===== config.mk =====
export PLATFORM = sky130hd
export DESIGN_NAME = password_verifier
export DESIGN_NICKNAME = d
export VERILOG_FILES = /design/src/rtl/pwdlock_pkg.sv /design/src/rtl/sec_tick.sv /design/src/rtl/password_verifier.sv
export SDC_FILE = /design/constraint.sdc
export NUM_CORES = 1
export LEC_CHECK = 0
export ABC_AREA = 1
export CORE_MARGIN = 4
export CORE_UTILIZATION = 65
export DETAILED_ROUTE_END_ITERATION = 6
export DONT_BUFFER_PORTS = 1
export GPL_TIMING_DRIVEN = 0
export PLACE_DENSITY = 0.92
export SYNTH_ARGS = -nofsm -noshare
export SYNTH_HDL_FRONTEND = slang
export SYNTH_SLANG_ARGS = --single-unit

===== constraint.sdc =====
create_clock -name clk_400hz -period 7.4 [get_ports clk_400hz]
set_input_delay 0.74 -clock clk_400hz [delete_from_list [all_inputs] [get_ports clk_400hz]]
set_output_delay 0.74 -clock clk_400hz [all_outputs]
set_load 0.005 [all_outputs]

===== src/rtl/pwdlock_pkg.sv =====
// Shared types, timing defaults and the one-hot digit decoder for the keypad lock.
package pwdlock_pkg;

  // FAIL names the decision outcome; the verifier resolves it on the same edge
  // it is taken, so the state register never holds it.
  typedef enum logic [2:0] {
    IDLE    = 3'd0,
    ENTRY   = 3'd1,
    CHECK   = 3'd2,
    OPEN    = 3'd3,
    FAIL    = 3'd4,
    LOCKOUT = 3'd5
  } state_t;

  localparam int          DEF_CLK_HZ    = 400;
  localparam int          DEF_ENTRY_S   = 30;
  localparam int          DEF_OPEN_S    = 10;
  localparam int          DEF_LOCK_S    = 60;
  localparam int          DEF_MAX_TRIES = 3;
  localparam logic [23:0] DEF_PWD       = 24'h123456;

  // Returns {valid, bcd}; valid only when exactly one bit is set.
  function automatic logic [4:0] onehot_to_bcd(input logic [9:0] field);
    logic [3:0] digit;
    logic [3:0] ones;
    digit = 4'd0;
    ones  = 4'd0;
    for (int k = 0; k < 10; k++) begin
      if (field[k]) begin
        digit = 4'(k);
        ones  = ones + 4'd1;
      end
    end
    return {(ones == 4'd1), digit};
  endfunction

endpackage


===== src/rtl/sec_tick.sv =====
// One-second prescaler: tick is high in the last cycle of each CLK_HZ-cycle period.
module sec_tick #(
  parameter int CLK_HZ = 400
) (
  input  logic clk,
  input  logic reset_n,
  input  logic clear,
  output logic tick
);

  localparam int W = (CLK_HZ > 1) ? $clog2(CLK_HZ) : 1;

  logic [W-1:0] count;

  assign tick = (count == W'(CLK_HZ - 1));

  // Clearing on a timer load makes the first tick land exactly CLK_HZ cycles later.
  always_ff @(posedge clk) begin
    if (!reset_n || clear) begin
      count <= '0;
    end else if (tick) begin
      count <= '0;
    end else begin
      count <= count + W'(1);
    end
  end

endmodule


===== src/rtl/password_verifier.sv =====
// Keypad lock controller: checks the six-digit entry buffer on confirm and
// drives open/lockout state, the seconds countdown and the buffer-clear strobe.
module password_verifier
  import pwdlock_pkg::*;
#(
  parameter int          CLK_HZ      = DEF_CLK_HZ,
  parameter int          ENTRY_S     = DEF_ENTRY_S,
  parameter int          OPEN_S      = DEF_OPEN_S,
  parameter int          LOCK_S      = DEF_LOCK_S,
  parameter int          MAX_TRIES   = DEF_MAX_TRIES,
  parameter logic [23:0] DEFAULT_PWD = DEF_PWD
) (
  input  logic       clk_400hz,
  input  logic       reset_n,
  input  logic       confirm,
  input  logic       set_mode,
  input  logic [9:0] pwds0,
  input  logic [9:0] pwds1,
  input  logic [9:0] pwds2,
  input  logic [9:0] pwds3,
  input  logic [9:0] pwds4,
  input  logic [9:0] pwds5,
  output logic [5:0] countdown,
  output logic       reset_stable,
  output logic       unlocked,
  output logic       alarm,
  output logic [1:0] tries_left
);

  localparam logic [2:0] S_IDLE    = IDLE;
  localparam logic [2:0] S_ENTRY   = ENTRY;
  localparam logic [2:0] S_CHECK   = CHECK;
  localparam logic [2:0] S_OPEN    = OPEN;
  localparam logic [2:0] S_LOCKOUT = LOCKOUT;

  localparam logic [5:0] ENTRY_CD = 6'(ENTRY_S);
  localparam logic [5:0] OPEN_CD  = 6'(OPEN_S);
  localparam logic [5:0] LOCK_CD  = 6'(LOCK_S);
  localparam logic [1:0] TRIES_RST = 2'(MAX_TRIES);

  logic [2:0]  state, state_n;
  logic [23:0] stored_pwd, stored_pwd_n;
  logic [23:0] captured, captured_n;
  logic [5:0]  countdown_n;
  logic [1:0]  tries_n, fail_tries;
  logic        reset_stable_n;
  logic        conf_q, conf_edge;
  logic        load, tick;

  logic [9:0]  field [6];
  logic [4:0]  dec   [6];
  logic        all_valid, any_nonzero;
  logic [23:0] entry_bcd;

  assign conf_edge = confirm & ~conf_q;
  assign unlocked  = (state == S_OPEN);
  assign alarm     = (state == S_LOCKOUT);

  // Digit 0 occupies the top nibble so entry_bcd compares directly with the password.
  always_comb begin
    field[0] = pwds0;
    field[1] = pwds1;
    field[2] = pwds2;
    field[3] = pwds3;
    field[4] = pwds4;
    field[5] = pwds5;
    all_valid   = 1'b1;
    any_nonzero = 1'b0;
    entry_bcd   = '0;
    for (int i = 0; i < 6; i++) begin
      dec[i] = onehot_to_bcd(field[i]);
      all_valid   = all_valid & dec[i][4];
      any_nonzero = any_nonzero | (|field[i]);
      entry_bcd[23-4*i -: 4] = dec[i][3:0];
    end
  end

  sec_tick #(.CLK_HZ(CLK_HZ)) u_sec_tick (
    .clk     (clk_400hz),
    .reset_n (reset_n),
    .clear   (load),
    .tick    (tick)
  );

  always_comb begin
    state_n        = state;
    countdown_n    = countdown;
    tries_n        = tries_left;
    stored_pwd_n   = stored_pwd;
    captured_n     = captured;
    reset_stable_n = 1'b0;
    load           = 1'b0;
    fail_tries     = tries_left - 2'd1;
    case (state)
      S_IDLE: begin
        if (any_nonzero) begin
          state_n     = S_ENTRY;
          countdown_n = ENTRY_CD;
          load        = 1'b1;
        end
      end
      S_ENTRY: begin
        // A valid confirm beats an expiry in the same cycle.
        if (conf_edge && all_valid) begin
          state_n    = S_CHECK;
          captured_n = entry_bcd;
        end else if (countdown == 6'd0) begin
          tries_n        = fail_tries;
          reset_stable_n = 1'b1;
          if (fail_tries == 2'd0) begin
            state_n     = S_LOCKOUT;
            countdown_n = LOCK_CD;
            load        = 1'b1;
          end else begin
            state_n     = S_IDLE;
            countdown_n = 6'd0;
          end
        end else if (tick) begin
          countdown_n = countdown - 6'd1;
        end
      end
      S_CHECK: begin
        reset_stable_n = 1'b1;
        if (captured == stored_pwd) begin
          state_n     = S_OPEN;
          tries_n     = TRIES_RST;
          countdown_n = OPEN_CD;
          load        = 1'b1;
        end else begin
          tries_n = fail_tries;
          if (fail_tries == 2'd0) begin
            state_n     = S_LOCKOUT;
            countdown_n = LOCK_CD;
            load        = 1'b1;
          end else begin
            state_n     = S_IDLE;
            countdown_n = 6'd0;
          end
        end
      end
      S_OPEN: begin
        if (conf_edge && !set_mode) begin
          state_n        = S_IDLE;
          countdown_n    = 6'd0;
          reset_stable_n = 1'b1;
        end else if (conf_edge && all_valid) begin
          stored_pwd_n   = entry_bcd;
          countdown_n    = OPEN_CD;
          load           = 1'b1;
          reset_stable_n = 1'b1;
        end else if (countdown == 6'd0) begin
          state_n        = S_IDLE;
          reset_stable_n = 1'b1;
        end else if (tick) begin
          countdown_n = countdown - 6'd1;
        end
      end
      S_LOCKOUT: begin
        if (countdown == 6'd0) begin
          state_n        = S_IDLE;
          tries_n        = TRIES_RST;
          reset_stable_n = 1'b1;
        end else if (tick) begin
          countdown_n = countdown - 6'd1;
        end
      end
      default: begin
        state_n     = S_IDLE;
        countdown_n = 6'd0;
      end
    endcase
  end

  always_ff @(posedge clk_400hz) begin
    if (!reset_n) begin
      state        <= S_IDLE;
      stored_pwd   <= DEFAULT_PWD;
      captured     <= '0;
      countdown    <= 6'd0;
      tries_left   <= TRIES_RST;
      reset_stable <= 1'b0;
      conf_q       <= 1'b0;
    end else begin
      state        <= state_n;
      stored_pwd   <= stored_pwd_n;
      captured     <= captured_n;
      countdown    <= countdown_n;
      tries_left   <= tries_n;
      reset_stable <= reset_stable_n;
      conf_q       <= confirm;
    end
  end

endmodule

==> impl_metrics.csv, run 1 <==
group,metric,value,unit
power_and_ir_drop,p_leak,4.85,nW
yosys,syn_nets,1602,
power_and_ir_drop,clkPwrFrac,0.255,
clock_network,h-tree-depth,3,
power_and_ir_drop,p_sw_frac,0.437,
timing,period_share,0.902,
floorplanning,core_region_area,12700,um2
placed_design,place_hpwl,17100,um
drt,drc,0,
yosys,synth_seq_cells,70,
yosys,yosysWarnings,0,
worst_setup_path,cp.required,7660,ps
drt,routed_via_density,5.45,
worst_setup_path,crit_path_start_kind,"input pin",
timing,drv_slew,0,
global_routing,antenna_found_initial,0,
hold_path,worstHoldPathCells,1,
clock_network,clk_root_buffer_cell,"clkbuf_16",
worst_setup_path,cp_max_fo,10,
power_and_ir_drop,powerDensity,194,nW/um2
drt,wl,21300,um
clock_network,cts_sinks,70,
timing,worst_pin_slew,1060,ps
placed_design,place_inst,1646,
global_routing,grtUsageTotal,0.291,
timing,fin_tns_setup,0,ps
timing,hold_viol,0,
outcome,outcome,"finished clean",
floorplanning,dieArea,14900,um2
timing,fmax,0.150,GHz
yosys,yosysSeqAreaShare,0.166,
power_and_ir_drop,power_switching,0.758,mW
placed_design,portBuffers,0,
placed_design,place_congestion,0.943,
yosys,synth-simple-area-share,0.485,
finish,syn_to_final_growth,6.20,%
floorplanning,start_util,0.666,
finish,regArea,1400,um2
worst_setup_path,cpMaxStageDelayCell,"clkbuf_1",
hold_path,hp-start,"u_sec_tick.count[0]",
worst_setup_path,crit_family,"simple AND/OR/NAND/NOR gates",
power_and_ir_drop,vdd_drop_max,0.112,mV
timing,rsz0062_at_grt,"no",
clock_network,post-cts-setup-buffers,0,
worst_setup_path,worst_r2r_path_depth,14,
job,cap_violations,0,
finish,multi_input_area,5890,um2
power_and_ir_drop,seqPwrFrac,0.253,
timing,fin_crit,6670,ps
clock_network,cts_buffer_depth,2,
yosys,syn_inst,1474,
finish,stdcell_count,1662,
clock_network,insertion_delay,340,ps
yosys,synthAdderAreaFrac,0.0949,
yosys,synth_area,8440,um2
floorplanning,die_x,122,um
finish,n_antenna_cell,0,
global_routing,grt_pass1_vias,8470,
hold_path,hold_class,"reg -> reg",
drt,drtIter0Drc,724,
worst_setup_path,slowest_delay,380,ps
yosys,synthXorXnorAreaFrac,0.0207,
yosys,synth_top_area_share,0.196,
yosys,synth_top_area_cell,"nand2_1",
yosys,synth_area_per_cell,5.73,um2
clock_network,cts_tree,"yes",
worst_setup_path,reg2reg_to,"countdown[4]",
finish,layout_common_cells,"nand2_1, inv_1, nand3_1, nor2_1, a21oi_1",
yosys,synth.area.mux_share,0,
timing,relSlewSlack,0.289,
drt,drt-wirelength-per-cell,12.8,um
timing,setup_viol,0,
finish,fillerInstances,1082,
worst_setup_path,critical_path_buf_inv_count,10,
finish,final_common_cell,"nand2_1",
clock_network,cts_resized,0,
worst_setup_path,timing.rr.start,"u_sec_tick.count[0]",
yosys,synth_top_family_by_area,"simple AND/OR/NAND/NOR gates",
drt,drt_pass1_iterations,6,
global_routing,grt_max_degree,14,
floorplanning,die_y,122,um
drt,ant_nets,0,
global_routing,grt_overflow_total,0,
worst_setup_path,critPathArrivalTime,6930,ps
timing,fin_skew,9.25,ps
power_and_ir_drop,p_comb_frac,0.492,
floorplanning,io_pins,75,
clock_network,cts_buffers,9,
worst_setup_path,worst_setup_path_end_kind,"register",
drt,routed-via-count,9065,
power_and_ir_drop,internal_power,0.978,mW
floorplanning,fp-row-count,41,
hold_path,hold_path_end,"u_sec_tick.count[0]",
yosys,synth_compound_area_frac,0.0974,
finish,layout.nets,1613,
worst_setup_path,crit_type,"in -> reg",
clock_network,ctsHoldBuffers,0,
clock_network,clkTransAtPathRegs,60,ps
worst_setup_path,rrSetupSlack,4920,ps
yosys,synth_cell_types,41,
finish,drive_gt1_frac,0.116,
yosys,synthTopCellsByArea,"nand2_1, dfxtp_1, inv_1, ha_1, nand3_1",
global_routing,grt_pass1_wl,36400,um
[metrics by stage]
stage	power, mW	cell area, um2	utilization	worst slack [ps]	hold slack [ps]
2_1_floorplan	1.12	8440	-	1190	428
3_3_place_gp	1.24	8660	0.683	697	438
3_5_place_dp	1.28	8660	0.683	498	447
4_1_cts	1.72	8960	0.708	804	459
5_1_grt	1.88	8960	0.708	265	479
6_report	1.74	8960	0.708	729	461
[how the worst max path moves through the flow]
stage          startpoint            to  slack (ps)  cells past startpoint
2_1_floorplan    pwds3[0]  countdown[2]        1190                     42
3_3_place_gp     pwds4[0]  captured[22]         700                     40
3_5_place_dp     pwds4[0]  captured[19]         500                     40
4_1_cts          pwds4[0]  captured[21]         800                     40
5_1_grt          pwds4[1]  captured[19]         270                     40
6_report         pwds4[0]  captured[21]         730                     40
[cell usage after synthesis, drive strengths merged]
cell type / n
a21oi: 76
o21a: 1
nand2: 492
a211oi: 2
a31oi: 3
nor2: 131
o211ai: 4
inv: 278
o22ai: 1
nand3b: 8
and2: 3
buf: 7
xor2: 7
xnor2: 13
nor4: 12
clkbuf: 10
clkinv: 2
nor3: 6
o21ai: 67
or2: 26
nand3: 171
nand4: 20
dfxtp: 70
ha: 64
[registers in the layout, indices dropped and copies added, names as in the netlist]
name and flops:
captured 24, reset_stable 1, countdown 6, state 3, stored_pwd 24, u_sec_tick.count 9
conf_q 1, tries_left 2
[cell type report]
type                            count  area share
Buffer                             17      0.0102
Clock buffer                       10      0.0267
Clock inverter                      6     0.00768
Inverter                          280       0.118
Multi-Input combinational cell   1107       0.657
Sequential cell                    70       0.156
Tap cell                          172      0.0240
[routing by layer]
metal  part of all wire  track usage  vias to the layer above
met2               0.47        0.505                      376
met1               0.41        0.361                     3981
met4              0.026       0.0994                        0
met3              0.095       0.0562                       46
met5                  0            0                        -
li1                   -            -                     4662
[power by group through the flow]
stage | combinational [mW] | clock, mW | sequential (mW)
finish | 0.854 | 0.442 | 0.439
global route | 0.981 | 0.460 | 0.443
CTS | 0.840 | 0.440 | 0.439
detailed placement | 0.832 | 0 | 0.446
global placement | 0.797 | 0 | 0.446
floorplan | 0.682 | 0 | 0.438
[kinds of logic after synthesis]
logic type | count (synthesis)
flip-flops | 70
buffers and inverters | 297
AND/OR/NAND/NOR | 869
adder cells (fa/ha/maj) | 64
XOR/XNOR | 20
AO/OA/AOI/OAI | 154
Note: power is estimated with default switching activity, not from simulation.
==> run 2, diff against run 1 <==
Settings changed: CORE_UTILIZATION 65 to 60, PLACE_DENSITY 0.92 to 0.9.
Clock period 7.4 ns to 6 ns, I/O delays scaled along.
==> run 2 against run 1 <==
  * Clock skew shrank 0.79 ps
  * The flow now finishes with violations (DRC)
  * Critical endpoint is now state[0]
  * Global-route usage shrank 0.51 points
  * Count of clock-buffer cells in the layout is the same
  * Combinational power grew 62%
  * First-iteration DRC count grew 53%
  * Die area grew 7.8%
  * Routed wire length grew 28%
  * Cell count grew 4.3%
  * Clock power grew 10%
  * Sequential share of layout area shrank 1.8 points
==> impl_metrics.csv, run 2 (synthesized netlist as in run 1, its figures left out) <==
group,metric,value,unit
outcome,outcome,"finished, violations left",
outcome,violations,"DRC",
drt,routed-via-count,10165,
timing,fmax,0.167,GHz
power_and_ir_drop,power.total,2.40,mW
clock_network,cts_buffer_depth,2,
timing,fin_crit,5990,ps
global_routing,antenna_found_initial,0,
finish,multi_input_area,6520,um2
global_routing,grtUsageTotal,0.286,
worst_setup_path,cp.required,6230,ps
finish,final_common_cell,"nand2_1",
drt,drc,3,
timing,period_share,0.998,
hold_path,hold_class,"in -> reg",
worst_setup_path,cp_max_fo,7,
finish,layout.nets,1679,
floorplanning,dieArea,16000,um2
worst_setup_path,crit_path_start_kind,"input pin",
hold_path,worstHoldPathCells,2,
floorplanning,start_util,0.611,
finish,fillerInstances,988,
drt,drtIter0Drc,1107,
worst_setup_path,worst_r2r_path_depth,14,
drt,wl,27200,um
finish,fin_area,10100,um2
clock_network,ctsHoldBuffers,0,
global_routing,grt_overflow_total,0,
clock_network,clk_root_buffer_cell,"clkbuf_16",
drt,drt-wirelength-per-cell,15.7,um
worst_setup_path,slowest_delay,310,ps
placed_design,place_congestion,0.929,
timing,hold_viol,0,
finish,fin_util,0.733,
finish,syn_to_final_growth,20.0,%
clock_network,cts_sinks,70,
timing,worst_pin_slew,806,ps
timing,fin_skew,8.46,ps
floorplanning,io_pins,75,
power_and_ir_drop,vdd_drop_max,0.124,mV
placed_design,place_inst,1654,
timing,fin_tns_setup,0,ps
placed_design,place_hpwl,17100,um
drt,drt_pass1_iterations,7,
drt,routed_via_density,5.86,
floorplanning,die_x,127,um
timing,relSlewSlack,0.458,
clock_network,cts_tree,"yes",
clock_network,cts_buffers,9,
floorplanning,die_y,127,um
job,cap_violations,0,
worst_setup_path,critPathArrivalTime,6220,ps
clock_network,insertion_delay,340,ps
finish,layout_common_cells,"nand2_1, inv_1, nand3_1, nor2_1, nand2_2",
worst_setup_path,cpMaxStageDelayCell,"ha_4",
worst_setup_path,crit_path_frequent_cell,"nand2_4",
placed_design,dpl_cell_area,8690,um2
clock_network,clkTransAtPathRegs,60,ps
timing,drv_slew,0,
floorplanning,fp-row-count,43,
power_and_ir_drop,powerDensity,237,nW/um2
drt,ant_nets,0,
worst_setup_path,crit_type,"in -> reg",
placed_design,portBuffers,0,
global_routing,grt_max_degree,12,
global_routing,grt_pass1_vias,8928,
finish,n_antenna_cell,0,
finish,stdcell_count,1734,
global_routing,grt_pass1_wl,39100,um
finish,reg_top3,"captured x24, stored_pwd x24, u_sec_tick.count x9",
floorplanning,core_region_area,13800,um2
finish,regArea,1400,um2
timing,setup_viol,0,
clock_network,h-tree-depth,3,
worst_setup_path,worst_setup_path_end_kind,"register",
finish,drive_gt1_frac,0.223,
power_and_ir_drop,p_leak,5.24,nW
## run 2: stage by stage
stage	hold WS, ps	setup slack (ps)
after floorplan	428	1.29
after global placement	439	-569
after detailed placement	451	-734
after CTS	357	0.866
after global routing	354	-245
final	352	13.3
## run 2: power by group
part / internal, mW / switching, mW
Sequential: 0.502 / 0.0369
Clock: 0.285 / 0.204
Combinational: 0.542 / 0.833
Total: 1.33 / 1.07
## run 2: final cells by class
| cell class | count | area share |
|---|---|---|
| Buffer | 17 | 0.0128 |
| Clock buffer | 10 | 0.0236 |
| Clock inverter | 4 | 0.00247 |
| Multi-Input combinational cell | 1107 | 0.643 |
| Timing Repair Buffer | 66 | 0.0509 |
| Tap cell | 180 | 0.0222 |
| Inverter | 280 | 0.107 |
| Sequential cell | 70 | 0.138 |
## run 2: routing by layer
metal / global-route usage / wire [um]
met1: 0.333 / 9860
met2: 0.507 / 13000
met3: 0.0733 / 2910
met4: 0.101 / 1470
met5: 0 / 0
## run 2: worst max-delay path: cells and delay by family
family	cells	cell delay [ps]
AND/OR/NAND/NOR	24	2470
XOR/XNOR	1	180
adder cells (fa/ha/maj)	7	1680
buffers and inverters	12	1190
AO/OA/AOI/OAI	1	70
## run 2: path summary, 6_finish.rpt
path,start,end,slack (ps)
min,confirm,conf_q,350
max,pwds0[1],state[0],10
min reg2reg,captured[17],captured[17],460
max reg2reg,u_sec_tick.count[0],countdown[4],3570
## run 2: what timing repair did
action | 4_1_cts | 5_1_grt
setup endpoints to repair | 69 | 69
setup buffers | 39 | 25
resized for setup | 49 | 107
pin swaps | 33 | 68
gates cloned | 2 | 0
